**src/rtl/tbcc_encoder.sv**
```systemverilog
// ---------------------------------------------------------------------------
// tbcc_encoder
//   Rate-1/2 tail-biting convolutional encoder, K=7, G1=171 (X), G2=133 (Y).
//   Collects one block of BLOCK_BITS randomized bits into a single buffer,
//   preloads the shift state with the last six bits of that block, then
//   replays the block and emits one (X,Y) pair per bit. Input and output
//   phases never overlap.
//
// Parameters
//   BLOCK_BITS : data bits per FEC block (7..1024)
//   CNT_W      : counter width, 2**CNT_W must exceed BLOCK_BITS
//
// Ports
//   clk        : rising-edge clock
//   reset      : asynchronous active-low reset
//   in_valid   : randomized data bit present
//   in_bit     : randomized data bit
//   in_ready   : encoder accepts in_bit this cycle (registered)
//   out_valid  : coded pair present (registered)
//   out_x      : G1 output bit
//   out_y      : G2 output bit
//   out_last   : final pair of the block
//   out_ready  : downstream accepts the pair this cycle
// ---------------------------------------------------------------------------
module tbcc_encoder #(
  parameter int BLOCK_BITS = 96,
  parameter int CNT_W      = 10
) (
  input  logic clk,
  input  logic reset,
  input  logic in_valid,
  input  logic in_bit,
  output logic in_ready,
  output logic out_valid,
  output logic out_x,
  output logic out_y,
  output logic out_last,
  input  logic out_ready
);

  // Address width actually needed to index the block buffer; CNT_W is at
  // least this wide, so the low bits of a counter are a valid index.
  localparam int AW = (BLOCK_BITS > 1) ? $clog2(BLOCK_BITS) : 1;
  localparam logic [CNT_W-1:0] LAST = CNT_W'(BLOCK_BITS - 1);

  typedef enum logic [1:0] {
    COLLECT,
    PRIME,
    ENCODE
  } state_t;

  state_t                state;
  logic [CNT_W-1:0]      wr_cnt;
  logic [CNT_W-1:0]      rd_cnt;
  logic [6:1]            st;
  logic [BLOCK_BITS-1:0] blk_mem;

  logic [6:1]            prime_st;
  logic [6:1]            adv_st;
  logic [CNT_W-1:0]      nxt_cnt;
  logic                  cur_u;
  logic                  nxt_u;
  logic                  take_in;

  // st[1] holds the most recent bit, st[6] the oldest.
  function automatic logic [1:0] code_pair(input logic u, input logic [6:1] s);
    code_pair = {u ^ s[1] ^ s[2] ^ s[3] ^ s[6],
                 u ^ s[2] ^ s[3] ^ s[5] ^ s[6]};
  endfunction

  assign take_in = (state == COLLECT) && in_valid && in_ready;

  // The pair after an accepted one is computed from the already-shifted
  // state and the next buffer bit, so a new pair is ready every cycle.
  // When rd_cnt is the last index nxt_u points past the block; that value
  // is never used because the block ends on that acceptance.
  always_comb begin
    prime_st = '0;
    for (int i = 1; i <= 6; i++) begin
      prime_st[i] = blk_mem[BLOCK_BITS - i];
    end
    cur_u   = blk_mem[rd_cnt[AW-1:0]];
    adv_st  = {st[5:1], cur_u};
    nxt_cnt = rd_cnt + 1'b1;
    nxt_u   = blk_mem[nxt_cnt[AW-1:0]];
  end

  // Block buffer: written only while collecting, no reset needed since
  // every location is rewritten before it is read.
  always_ff @(posedge clk) begin
    if (take_in) begin
      blk_mem[wr_cnt[AW-1:0]] <= in_bit;
    end
  end

  // Control FSM with registered handshake and data outputs. The first
  // ENCODE cycle only loads the output register (out_valid still 0), which
  // gives the two-cycle latency from the last input bit to the first pair.
  always_ff @(posedge clk or negedge reset) begin
    if (!reset) begin
      state     <= COLLECT;
      wr_cnt    <= '0;
      rd_cnt    <= '0;
      st        <= '0;
      in_ready  <= 1'b1;
      out_valid <= 1'b0;
      out_x     <= 1'b0;
      out_y     <= 1'b0;
      out_last  <= 1'b0;
    end else begin
      case (state)
        COLLECT: begin
          if (take_in) begin
            if (wr_cnt == LAST) begin
              wr_cnt   <= '0;
              in_ready <= 1'b0;
              state    <= PRIME;
            end else begin
              wr_cnt <= wr_cnt + 1'b1;
            end
          end
        end

        PRIME: begin
          st     <= prime_st;
          rd_cnt <= '0;
          state  <= ENCODE;
        end

        ENCODE: begin
          if (!out_valid) begin
            {out_x, out_y} <= code_pair(cur_u, st);
            out_last       <= (rd_cnt == LAST);
            out_valid      <= 1'b1;
          end else if (out_ready) begin
            st <= adv_st;
            if (out_last) begin
              rd_cnt    <= '0;
              out_valid <= 1'b0;
              out_x     <= 1'b0;
              out_y     <= 1'b0;
              out_last  <= 1'b0;
              in_ready  <= 1'b1;
              state     <= COLLECT;
            end else begin
              rd_cnt         <= nxt_cnt;
              {out_x, out_y} <= code_pair(nxt_u, adv_st);
              out_last       <= (nxt_cnt == LAST);
            end
          end
        end

        default: begin
          state     <= COLLECT;
          in_ready  <= 1'b1;
          out_valid <= 1'b0;
        end
      endcase
    end
  end

endmodule

```
**config.mk**
```make
export PLATFORM = sky130hd
export DESIGN_NAME = tbcc_encoder
export DESIGN_NICKNAME = d
export VERILOG_FILES = /design/src/rtl/tbcc_encoder.sv
export SDC_FILE = /design/constraint.sdc
export NUM_CORES = 1
export LEC_CHECK = 0
export ABC_AREA = 0
export BUFFER_PORTS_ARGS = -buffer_cell sky130_fd_sc_hd__buf_2
export CAP_MARGIN = 30
export CORE_ASPECT_RATIO = 0.75
export CORE_MARGIN = 2
export CORE_UTILIZATION = 51
export CTS_CLUSTER_SIZE = 30
export DETAILED_ROUTE_END_ITERATION = 8
export PLACE_DENSITY = 0.67
export RECOVER_POWER = 25
export SLEW_MARGIN = 20
export SYNTH_ARGS = -nofsm -noshare
export SYNTH_HDL_FRONTEND = slang
export SYNTH_SLANG_ARGS = --single-unit
```
**constraint.sdc**
```tcl
create_clock -name clk -period 3.55 [get_ports clk]
set_input_delay 0.71 -clock clk [delete_from_list [all_inputs] [get_ports clk]]
set_output_delay 0.71 -clock clk [all_outputs]
set_load 0.1 [all_outputs]
```
== Word level (Yosys, flattened, before mapping) ==
Index checks and enable logic that the tools add are counted.
Word-level totals
  register bits: 129
  input bits: 5
  output and inout port bits: 5
  logic and storage cells: 95
Cells by class
  muxes and demuxes: 40
  add/subtract/negate cells: 2
  order comparisons: 4
  equality and inequality tests: 11
  reductions and logical operators: 11
  bitwise gates (word level): 17
Operators with widths (count)
  96-bit bitwise mux: 1
  10-bit 2-to-1 mux: 4
  10-bit by 7-bit == test with 1-bit output (second input constant): 3
  7-bit by 8-bit < comparator with 1-bit output (second input constant): 3
  10-bit by 1-bit adder with 10-bit output (second input constant): 2
  1-bit 2-to-1 mux: 20
  10-bit case mux with 2 select lines: 1
  1-bit bitwise XOR: 16
  1-bit binary-select mux with 7-bit select: 2
  6-bit 2-to-1 mux: 2
  6-bit case mux with 2 select lines: 1
  2-bit 2-to-1 mux: 5
  2-bit != test (second input constant): 4
  1-bit demux with 7-bit select: 1
  7-bit by 1-bit >= comparator with 1-bit output (second input constant): 1
  2-bit case mux with 3 select lines: 1
  6-bit AND reduction: 1
  5-bit AND reduction: 1
  2-bit by 1-bit != test with 1-bit output (second input constant): 2
  2-bit AND reduction: 2
  1-bit logical AND: 3
  1-bit case mux with 3 select lines: 1
  3-bit AND reduction: 1
  2-bit by 1-bit == test with 1-bit output (second input constant): 1
  other kinds (6): 6

== Depth between registers and ports, before layout ==
Gate-level depths: netlist (run 1).
  depth after elaboration: 10
  mapped depth: 14
  gate-level depth less buffers: 10

== Worst setup path before layout (run 1) ==
OpenSTA, ideal clock, no wires.
  kind: flip-flop to flip-flop
  start: reg rd_cnt[0]
  end: reg out_x
  clock period less this slack: 3182 ps
  buffers on the path: 4
  path slack: 368 ps
  arrival time: 3044 ps
  library setup time: 138 ps
  required time: 3412 ps
  stages on the path, launching flop included: 13
  cells stage by stage: dfrtp_1 > buf_2 > buf_4 > inv_1 > ha_1 > buf_2 > clkbuf_1 > mux4_2 > a22o_1 > o21ai_0 > o311ai_0 > o311ai_1 > o211ai_1
Between the ends
  word-level cells in the longest chain between the ends: 10
  elaborated cells between the ends (all ways): 16
  those cells by class: 1 x add/sub; 7 x mux; 8 x bitwise
Ends and longest elaborated chain
  from (decl): RTL line 54  | logic [CNT_W-1:0] rd_cnt;
  from (signal assigned): RTL line 146  | rd_cnt <= nxt_cnt;
  10-bit by 1-bit adder with 10-bit output: RTL line 84  | nxt_cnt = rd_cnt + 1'b1;
  1-bit binary-select mux with 7-bit select: RTL line 85  | nxt_u = blk_mem[nxt_cnt[AW-1:0]];
  1-bit 2-to-1 mux (not written as such): RTL line 85
  1-bit bitwise XOR (4 in a row): RTL line 67  | code_pair = {u ^ s[1] ^ s[2] ^ s[3] ^ s[6],
  1-bit 2-to-1 mux: RTL line 137  | if (out_last) begin
  1-bit 2-to-1 mux: RTL line 135  | end else if (out_ready) begin
  1-bit 2-to-1 mux (*): RTL line 131  | if (!out_valid) begin
  to (signal assigned): RTL line 132  | {out_x, out_y} <= code_pair(cur_u, st);
  to (signal assigned): RTL line 147  | {out_x, out_y} <= code_pair(nxt_u, adv_st);
  to (decl): RTL line 35  | output logic out_x,
Every way passes the cells marked *; elsewhere a longest branch is shown, timed or not. The select of a mux whose other input is x is not followed.
A chain may end at the register's enable or synchronous reset.

== Worst setup path after layout (run 1) ==
Same ends and word-level chain as after synthesis.

==> results.cfg, run 1 <==
[status]
outcome = finished, violations left
violations = capacitance limit, slew limit

[yosys]
avgSynthCellArea_sq_um = 12.0
syn_area_sq_mm = 0.00715
async_flop_share = 0.256
ys_types = 57
synth_top_cell_by_area = edfxtp_1
synth_seq_area_share = 0.519
synth_ff_type = edfxtp_1
synth.top_cell.area_share = 0.403
synth.area.top_cells = edfxtp_1 (40%), mux4_2 (13%), dfrtp_1 (11%)
synth-edff-count = 96
ys_ff_latch = 129
syn_nets = 604
yosysWarnings = 0
syn_inst = 596

[cts]
clkSinkCount = 129
postCtsSetupRepairBufs = 0
root_buffer = clkbuf_16
cts_tree = done
cts.clk_slew.worst_paths_ps = 60
cts_buffers = 17
cts_resized = 0
clockBufferDepth = 2
cts_max_level = 4
clk_latency_ps = 430
cts_hold_buf = 0

[placed_design]
gp_congestion = 0.905
hpwl_um = 11700
port_buffers = 9

[routing]
routed_wl_um = 17100
ant_nets = 0
drtPass1Iterations = 5
vias = 4967
drt_iter0_markers = 484
vias_per_cell = 6.32
drc = 0
wl_per_cell_um = 21.8

[timing]
fin_tns_setup_ps = 0
setup_viol = 0
final_hold_viol_count = 0
rsz0062_at_grt = false
finalCriticalPeriod_ps = 3290
worstMarginPinSlew_ps = 2150
min_period_over_period = 0.928
slew_viol_final = 95
holdWs_ps = 483
relSlewSlack = -0.433
fmax_ghz = 0.304
finClkSkew_ps = 6.79

[global_route]
grt_antenna_before_repair = 0
met3_usage = 0.0883
grt_usage = 0.241
grt_max_degree = 61
grt_pass1_wl_um = 26700
grt.busiest_layer = met2
grt_remaining_overflow = 0
use_met2 = 0.353
grt_pass1_vias = 4684
met1_usage = 0.331

[floorplanning]
num_rows = 37
die_x_um = 141
initial_core_util = 0.522
coreArea_sq_mm = 0.0137
dieArea_sq_mm = 0.0150
ios = 10
die_h_um = 107

[worst_setup_path]
crit_type = reg -> reg
start_kind = register
worstRegToRegCells = 11
timing.critical_path.required_ps = 3850
crit_buf_inv = 3
crit_cells = 11
slowest_delay_ps = 600
cp_top_family = compound AO/OA/AOI/OAI gates
crit_fanout = 13
cp.arrival_ps = 3590
slowest_stage = ha_1
cpMostUsedCell = buf_4
path_cells = buf_4 > inv_1 > ha_1 > buf_4 > mux4_1 > a22oi_1 > nand4_1 > o21ai_0 > o311ai_0 > o311ai_1 > o211ai_1
end_kind = register

[power_and_ir_drop]
switchingPower_w = 0.000717
switching_share = 0.208
clock_power_share = 0.523
combPwrFrac = 0.007
leakagePower_nw = 2.58
powerDensity_mw_per_mm2 = 437
ir_drop_mv = 0.467
pwr-share-seq = 0.470
cellInternalPower_w = 0.00274

[layout]
diodes = 0
drive_gt1_frac = 0.182
area_growth_pct = 10.7
layout.nets = 606
regArea_sq_mm = 0.00371
final_cell_mix = nor2_1 (111), edfxtp_1 (96), nand2_1 (51), mux4_2 (42), dfrtp_1 (31)
mostFrequentLayoutCell = nor2_1
multi_input_area_sq_mm = 0.00321
fillers = 1097

[min_path]
hp-class = reg -> reg
whs_path_depth = 1

[job]
max_cap_viol_count = 2
## path summary, 6_finish.rpt
path | from | end | slack [ps]
min reg2reg | wr_cnt[9] | wr_cnt[9] | 480
max in group asynchronous | reset | rd_cnt[0] | 1600
min in group asynchronous | reset | state[1] | 770
max reg2reg | rd_cnt[0] | out_x | 260
max | rd_cnt[0] | out_x | 260
min | wr_cnt[9] | wr_cnt[9] | 480
## per-stage QoR
| stage | cell area (sq um) | cells | power (W) | util | worst slack [ps] |
|---|---|---|---|---|---|
| after global placement | 7310 | 754 | 0.00168 | 0.534 | 367 |
| after detailed placement | 7310 | 754 | 0.00168 | 0.534 | 282 |
| final | 7920 | 786 | 0.00346 | 0.578 | 257 |
| after CTS | 7920 | 786 | 0.00347 | 0.578 | 274 |
| after global routing | 7920 | 786 | 0.00354 | 0.578 | 24.5 |
| after floorplan | 7150 | 596 | 0.00166 | - | 368 |
## synth_stat cells (5+ instances only)
| master | instances |
|---|---|
| a21oi_1 | 9 |
| or2_2 | 7 |
| clkbuf_1 | 26 |
| dfrtp_1 | 32 |
| buf_2 | 7 |
| nor2b_1 | 8 |
| mux4_2 | 42 |
| nor2_1 | 111 |
| nand3_1 | 21 |
| and3_1 | 5 |
| xnor2_1 | 15 |
| nor3_1 | 13 |
| mux2i_1 | 23 |
| edfxtp_1 | 96 |
| o21ai_0 | 24 |
| or3_1 | 6 |
| a22oi_1 | 5 |
| nand4_1 | 10 |
| nand2b_1 | 5 |
| nand2_1 | 51 |
| xor2_1 | 10 |
| inv_1 | 6 |
## final cells by class
cell class	instances	area share
Sequential cell	129	0.469
Multi-Input combinational cell	421	0.405
Clock buffer	17	0.0537
Tap cell	175	0.0277
Clock inverter	15	0.0232
Timing Repair Buffer	23	0.0182
Inverter	6	0.00285
## power groups by stage
| stage | combinational, W | sequential, W | clock (W) |
|---|---|---|---|
| after floorplan | 0.00000122 | 0.00165 | 0 |
| after global placement | 0.0000259 | 0.00165 | 0 |
| final | 0.0000257 | 0.00162 | 0.00181 |
| after detailed placement | 0.0000267 | 0.00165 | 0 |
| after CTS | 0.0000268 | 0.00162 | 0.00182 |
| after global routing | 0.0000303 | 0.00162 | 0.00188 |
## layer usage
| metal | part of all wire | routed length, um | vias up |
|---|---|---|---|
| li1 | - | - | 2236 |
| met1 | 0.43 | 7430 | 2479 |
| met2 | 0.46 | 7780 | 222 |
| met3 | 0.091 | 1560 | 30 |
| met4 | 0.019 | 323 | 0 |
| met5 | 0 | 0 | - |
## sequential cells by signal, summed over array words and instances (netlist names)
register	count
out_x	1
out_y	1
blk_mem	96
rd_cnt	10
out_valid	1
in_ready	1
st	6
wr_cnt	10
out_last	1
state	2
## logic make-up after synthesis
kind of cell | after synthesis | synth area share
AND/OR/NAND/NOR | 252 | 0.160
flip-flops | 129 | 0.519
multiplexers | 72 | 0.184
AO/OA/AOI/OAI | 68 | 0.0649
XOR/XNOR | 26 | 0.0345
buffers and inverters | 46 | 0.0325
adder cells (fa/ha/maj) | 3 | 0.00525
No activity file was read; power rests on OpenSTA's default activity.
==> inputs of run 2 (changes only) <==
CTS_BUF_LIST = sky130_fd_sc_hd__clkbuf_2 sky130_fd_sc_hd__clkbuf_4 sky130_fd_sc_hd__clkbuf_8   (was not set)
==> run 2 against run 1 <==
Net effect:
- the run still ends with capacitance limit, slew limit left
- critical path type unchanged
- via count fell by 0.44%
- cell count did not move
- fmax barely moved
- critical path depth did not move
- flip-flop and latch count did not move
==> results.cfg, run 2 (synthesis gave the netlist of run 1 again) <==
[worst_setup_path]
crit_cells = 11
cp_top_family = compound AO/OA/AOI/OAI gates
timing.critical_path.required_ps = 3890
cpMostUsedCell = buf_4
crit_buf_inv = 3
crit_fanout = 13
slowest_delay_ps = 600
cp.arrival_ps = 3630
worstRegToRegCells = 11
slowest_stage = ha_1
crit_type = reg -> reg
end_kind = register
start_kind = register
path_cells = buf_4 > inv_1 > ha_1 > buf_4 > mux4_1 > a22oi_1 > nand4_1 > o21ai_0 > o311ai_0 > o311ai_1 > o211ai_1

[timing]
min_period_over_period = 0.927
final_hold_viol_count = 0
fin_tns_setup_ps = 0
finalCriticalPeriod_ps = 3290
worst_slack_ps = 259
rsz0062_at_grt = false
slew_viol_final = 95
setup_viol = 0
finClkSkew_ps = 12.1
relSlewSlack = -0.401
fmax_ghz = 0.304
worstMarginPinSlew_ps = 2100

[floorplanning]
coreArea_sq_mm = 0.0137
dieArea_sq_mm = 0.0150
ios = 10
initial_core_util = 0.522
die_x_um = 141
num_rows = 37
die_h_um = 107

[cts]
postCtsSetupRepairBufs = 0
cts.clk_slew.worst_paths_ps = 80
cts_hold_buf = 0
cts_tree = done
cts_resized = 0
clkSinkCount = 129
clockBufferDepth = 2
clk_latency_ps = 460
root_buffer = clkbuf_8
cts_buffers = 17
cts_max_level = 4

[layout]
final_cell_mix = nor2_1 (111), edfxtp_1 (96), nand2_1 (51), mux4_2 (42), dfrtp_1 (31)
largest_reg_flops = 96
regArea_sq_mm = 0.00371
area_growth_pct = 8.00
final_util = 0.564
final_cell_area_sq_mm = 0.00772
mostFrequentLayoutCell = nor2_1
layout.nets = 606
fillers = 1122
drive_gt1_frac = 0.182
diodes = 0
multi_input_area_sq_mm = 0.00321

[status]
violations = capacitance limit, slew limit
outcome = finished, violations left

[global_route]
grt_antenna_before_repair = 0
grt_pass1_wl_um = 26400
grt_max_degree = 61
grt_remaining_overflow = 0
grt_usage = 0.239
grt_pass1_vias = 4686

[min_path]
hp-class = reg -> reg
whs_path_depth = 1

[job]
max_cap_viol_count = 2

[routing]
drt_iter0_markers = 516
drtPass1Iterations = 5
routed_wl_um = 17000
drc = 0
vias = 4945
vias_per_cell = 6.29
ant_nets = 0
wl_per_cell_um = 21.6

[power_and_ir_drop]
fin_total_pwr_w = 0.00299
leakagePower_nw = 2.50
powerDensity_mw_per_mm2 = 387
ir_drop_mv = 0.269

[placed_design]
gp_congestion = 0.905
dpl_cell_area_sq_mm = 0.00731
port_buffers = 9
hpwl_um = 11700
post-place-ws_ps = 282
-- run 2: power breakdown --
part / switching [W] / internal (W) / total (W)
clock network: 0.000639 / 0.000702 / 0.00134
logic: 0.0000225 / 0.00000320 / 0.0000257
registers: 0 / 0.00162 / 0.00162
total: 0.000661 / 0.00233 / 0.00299
-- run 2: cell type report --
cell class                      count  share of cell area
Sequential cell                   129               0.480
Multi-Input combinational cell    421               0.416
Clock buffer                       17              0.0303
Tap cell                          175              0.0283
Clock inverter                     15              0.0238
Timing Repair Buffer               23              0.0186
Inverter                            6             0.00292
-- run 2: final timing paths --
path / end / from / slack (ps)
setup / recovery: out_x / rd_cnt[0] / 260
hold / removal: wr_cnt[9] / wr_cnt[9] / 480
setup reg to reg: out_x / rd_cnt[0] / 260
hold reg to reg: wr_cnt[9] / wr_cnt[9] / 480
max in group asynchronous: rd_cnt[0] / reset / 1630
min in group asynchronous: state[1] / reset / 740
-- run 2: stage by stage --
stage                     hold slack [ps]  std cells
after global placement                464        754
after global routing                  505        786
after floorplan                       414        596
after detailed placement              475        754
final                                 482        786
after CTS                             332        786
-- run 2: worst register-to-register path, delay by kind of cell (launching register included) --
kind                     cells  cell delay (ps)
AND/OR/NAND/NOR              1              130
multiplexers                 1              310
buffers and inverters        3              640
adder cells (fa/ha/maj)      1              600
AO/OA/AOI/OAI                5             1110
flip-flops                   1              380
-- run 2: per-layer routing --
metal  vias up  part of all wire  GRT usage
met1      2465              0.43      0.328
li1       2226                 -          -
met3        29             0.089     0.0928
met2       225              0.46      0.348
met4         0             0.022     0.0857
met5         -                 0          0
